File: config.mk
export PLATFORM = sky130hd
export DESIGN_NAME = div_restoring
export DESIGN_NICKNAME = d
export VERILOG_FILES = /design/src/rtl/div_restoring.sv
export SDC_FILE = /design/constraint.sdc
export NUM_CORES = 1
export LEC_CHECK = 0
export CORE_MARGIN = 4
export CORE_UTILIZATION = 49
export DETAILED_ROUTE_END_ITERATION = 7
export PLACE_DENSITY = 0.76
export SYNTH_ARGS = -nofsm -noshare
export SYNTH_HDL_FRONTEND = slang
export SYNTH_SLANG_ARGS = --single-unit
export TNS_END_PERCENT = 20
File: constraint.sdc
create_clock -name clk -period 1.81 [get_ports clk]
set_clock_uncertainty 0.05 [all_clocks]
set_input_delay 0.181 -clock clk [delete_from_list [all_inputs] [get_ports clk]]
set_output_delay 0.181 -clock clk [all_outputs]
set_load 0.01 [all_outputs]
File: src/rtl/div_restoring.sv
// Sequential unsigned restoring divider: one quotient bit per SHIFT/SUB/CHECK pass,
// START/DONE four-phase handshake, divide-by-zero reported immediately.
module div_restoring #(
  parameter int N = 8
) (
  input  logic         clk,
  input  logic         rst,
  input  logic         START,
  input  logic [N-1:0] dividend,
  input  logic [N-1:0] divisor,
  output logic [N-1:0] quotient,
  output logic [N-1:0] remainder,
  output logic         DONE,
  output logic         BUSY,
  output logic         div_by_zero
);

  localparam int CW = $clog2(N + 1);

  typedef enum logic [2:0] {S_IDLE, S_SHIFT, S_SUB, S_CHECK, S_DONE} state_t;

  state_t        state, state_nxt;
  logic [N:0]    a;
  logic [N-1:0]  q;
  logic [N-1:0]  m;
  logic [CW-1:0] cnt;
  logic          dz;

  always_ff @(posedge clk) begin
    if (rst) state <= S_IDLE;
    else     state <= state_nxt;
  end

  always_comb begin
    state_nxt = state;
    case (state)
      S_IDLE:  if (START) state_nxt = (divisor == '0) ? S_DONE : S_SHIFT;
      S_SHIFT: state_nxt = S_SUB;
      S_SUB:   state_nxt = S_CHECK;
      S_CHECK: state_nxt = (cnt == CW'(1)) ? S_DONE : S_SHIFT;
      S_DONE:  if (!START) state_nxt = S_IDLE;
      default: state_nxt = S_IDLE;
    endcase
  end

  always_comb begin
    DONE = (state == S_DONE);
    BUSY = (state == S_SHIFT) || (state == S_SUB) || (state == S_CHECK);
  end

  // Datapath registers; the sign bit A[N] after SUB decides restore vs. keep.
  always_ff @(posedge clk) begin
    if (rst) begin
      a   <= '0;
      q   <= '0;
      m   <= '0;
      cnt <= '0;
      dz  <= 1'b0;
    end else begin
      case (state)
        S_IDLE: begin
          if (START) begin
            if (divisor != '0) begin
              a   <= '0;
              q   <= dividend;
              m   <= divisor;
              cnt <= CW'(N);
              dz  <= 1'b0;
            end else begin
              a   <= {1'b0, dividend};
              q   <= '1;
              dz  <= 1'b1;
            end
          end
        end
        S_SHIFT: {a, q} <= {a[N-1:0], q, 1'b0};
        S_SUB:   a <= a - {1'b0, m};
        S_CHECK: begin
          if (a[N]) begin
            a    <= a + {1'b0, m};
            q[0] <= 1'b0;
          end else begin
            q[0] <= 1'b1;
          end
          cnt <= cnt - CW'(1);
        end
        default: ;
      endcase
    end
  end

  assign quotient    = q;
  assign remainder   = a[N-1:0];
  assign div_by_zero = dz;

endmodule

==> metrics.cfg <==
[clocking]
hold_buffers=0
cts-root-buf=clkbuf_8
cts_sinks=33
cts_tree=done
clockBufferDepth=2
cts_made_buffers=5
htreeDepth=2
clkTransAtPathRegs_ns=0.07
insertion_delay_ns=0.30

[cells_and_area]
drive_above_1_share=0.342
num-fill-cells=331
diodes=0
seq_area_sq_um=676
area_growth_pct=52.2
multiInputGateArea_sq_mm=0.00190
nNetsFinal=474

[drt]
drt_iter0_drc=277
detail_route.vias_per_cell=5.98
finalWirelength_mm=9.16
remaining_drc_errors=0
ant_nets=0
firstDrtPassIters=5
dr_total_vias=3007
wl_per_cell_microns=18.2

[synthesis]
synth_cell_types=58
ys.warnings.count=0
async_flop_share=0
synthCells=336
postSynthNetCount=375
synth-edff-count=0
syn_area_per_cell_sq_um=7.56
ys_seq_elements=33
synth-seq-area-share=0.260
netlist_area_sq_mm=0.00254
synth_top_flop_cell=dfxtp_1

[place]
port_buffers=37
dp_hpwl_mm=6.35
finalWeightedCongestion=0.926

[setup_path]
worstPathArrival_ns=2.19
crit_chain=inv_2 -> ha_4 -> nor3b_4 -> nor3_2 -> o31ai_1 -> mux2_2 -> o21a_1
cp_max_fo=5
crit_slowest_cell=dfxtp_2
endpoint_kind=flop
path_class=reg -> reg
crit_required_ns=1.95
max_stage_delay_ns=0.37
start_kind=flop

[global_route]
antenna_found_initial=0
global_route.overflow_total=0
grt_max_degree=12
grt_pass1_wl_mm=13.8
track_usage=0.277
grt_pass1_vias=2875

[floorplanning]
core_sq_mm=0.00488
initial_core_util=0.521
row_count=25
die_w_microns=80.0
fp.dieH_microns=80.0
dieArea_sq_mm=0.00640
ios=38

[timing]
setup_ws_ns=-0.245
fmax_ghz=0.487
relSlewSlack=0.641
finalMaxSlewViolations=0
setup_viol=8
rsz0062_at_grt=yes
fin_tns_setup_ns=-1.19
fin_crit_sh=1.14
worst_slew_pin_slew_ns=0.534
hold_violations=0
period_needed_ns=2.06

[pwr]
power_uw=3290
peakVddDrop_mv=0.526
power_density_mw_per_mm2=851
leakagePower_uw=0.00159

[run_status]
status=complete, but fails checks
violations=negative setup slack

[worst_hold_path]
hold_class=reg -> reg

[job]
drv_cap=0

## worst max-delay path: cells and delay by family (launching register included)
family,cells,cell delay [ns]
AOI/OAI and AO/OA,2,0.42
and+or+nand+nor,2,0.41
DFF,1,0.37
muxes,1,0.37
adders and majority gates,1,0.25
buffers and inverters,1,0.07
## cells by family after synthesis
family / share of synthesized area
simple gates: 0.269
mux: 0.0163
compound gates: 0.241
buf+inv: 0.0921
flops: 0.260
fa+ha+maj: 0.104
xor+xnor: 0.0172
## registers in the layout, indices dropped and copies added, names as in the netlist
name,flops
state,3
a,9
m,8
quotient,8
div_by_zero,1
cnt,4
## layer usage
layer / wire [microns] / vias to the layer above / GRT usage / part of all wire
met3: 627 / 37 / 0.0530 / 0.068
met2: 4710 / 151 / 0.509 / 0.51
li1: - / 1393 / - / -
met5: 0 / - / 0 / 0
met1: 3460 / 1426 / 0.320 / 0.38
met4: 362 / 0 / 0.0861 / 0.040
## area by class of cell
class | instances | share of cell area
clock buffer | 6 | 0.0214
clock inverter | 2 | 0.00971
inverter | 18 | 0.0181
multi-input combinational | 255 | 0.491
sequential | 33 | 0.175
tap | 67 | 0.0217
timing repair buffer | 122 | 0.263
## path summary, 6_finish.rpt
| path | slack [ns] | start | depth (start not counted) | to |
|---|---|---|---|---|
| max | -0.25 | m[2]$_SDFFE_PP0P_ | 7 | a[5]$_SDFFE_PP0P_ |
| min | 0.45 | cnt[0]$_SDFFE_PP0P_ | 2 | cnt[0]$_SDFFE_PP0P_ |
| max reg2reg | -0.25 | m[2]$_SDFFE_PP0P_ | 7 | a[5]$_SDFFE_PP0P_ |
| min reg2reg | 0.45 | cnt[0]$_SDFFE_PP0P_ | 2 | cnt[0]$_SDFFE_PP0P_ |
## cells in the mapped netlist, drive strengths merged (2+ instances only)
cell      n  share of area
a2111oi   2         0.0069
a211oi    4          0.012
a21o      2         0.0059
a21oi    33          0.065
a31oi     5          0.012
and2      5          0.012
and3      2         0.0049
and3b     2         0.0069
buf      20          0.051
clkbuf   10          0.015
dfxtp    33           0.26
fa        2          0.016
ha       18          0.089
inv      18          0.027
mux2i     3          0.012
nand2    30          0.044
nand2b    5          0.012
nand3     6          0.012
nor2     31          0.047
nor2b     6          0.015
nor3     20          0.039
nor3b     3         0.0089
nor4      5          0.017
o21a     10          0.030
o21ai    10          0.020
o22ai     9          0.022
o31a      2         0.0069
o31ai     4          0.012
or3       7          0.017
or4       2         0.0059
xnor2     3          0.010
xor2      2         0.0069
## layout by cell type, fill, tap and decap left out, types with 3 or more instances in the layout
cell type | synthesis | final
mux2i_1 | 3 | 3
inv_2 | 0 | 4
nor2_2 | 1 | 3
dfxtp_2 | 0 | 6
nor4_2 | 2 | 4
nor3_1 | 20 | 18
a31oi_1 | 5 | 5
buf_6 | 1 | 3
buf_4 | 9 | 82
nand3_1 | 6 | 5
inv_1 | 18 | 13
or3_1 | 7 | 7
o22ai_1 | 9 | 8
o21a_1 | 10 | 10
ha_1 | 18 | 11
nor2b_1 | 6 | 4
a211oi_2 | 0 | 3
and2_1 | 5 | 4
nand2b_1 | 5 | 5
dfxtp_1 | 33 | 25
nor2_1 | 30 | 28
xnor2_1 | 3 | 3
clkbuf_8 | 0 | 6
ha_4 | 0 | 7
a21oi_1 | 33 | 29
a21oi_2 | 0 | 4
clkdlybuf4s50_1 | 0 | 35
nand2_1 | 30 | 29
o21ai_0 | 10 | 8
## what timing repair did
action,CTS,global route
resized for setup,28,36
setup buffers,1,1
pin swaps,15,15
endpoints found under the setup margin,14,26
## report_power, final
part           leakage [uW]  switching [uW]  internal (uW)
logic               0.00126             806            824
registers          0.000275            90.8            813
clock network     0.0000574             307            448
total               0.00159            1200           2090
## metrics by stage
stage	hold WS, ns	area (sq um)	util	setup WS (ns)	std cells
6_report	0.448	3870	0.792	-0.245	503
3_3_place_gp	0.424	3470	0.712	-0.346	493
5_1_grt	0.489	3870	0.792	-0.292	503
4_1_cts	0.449	3690	0.756	-0.172	502
2_1_floorplan	0.222	2570	-	-0.123	336
3_5_place_dp	0.439	3470	0.712	-0.376	493
Power figures use the tool's default switching activity.
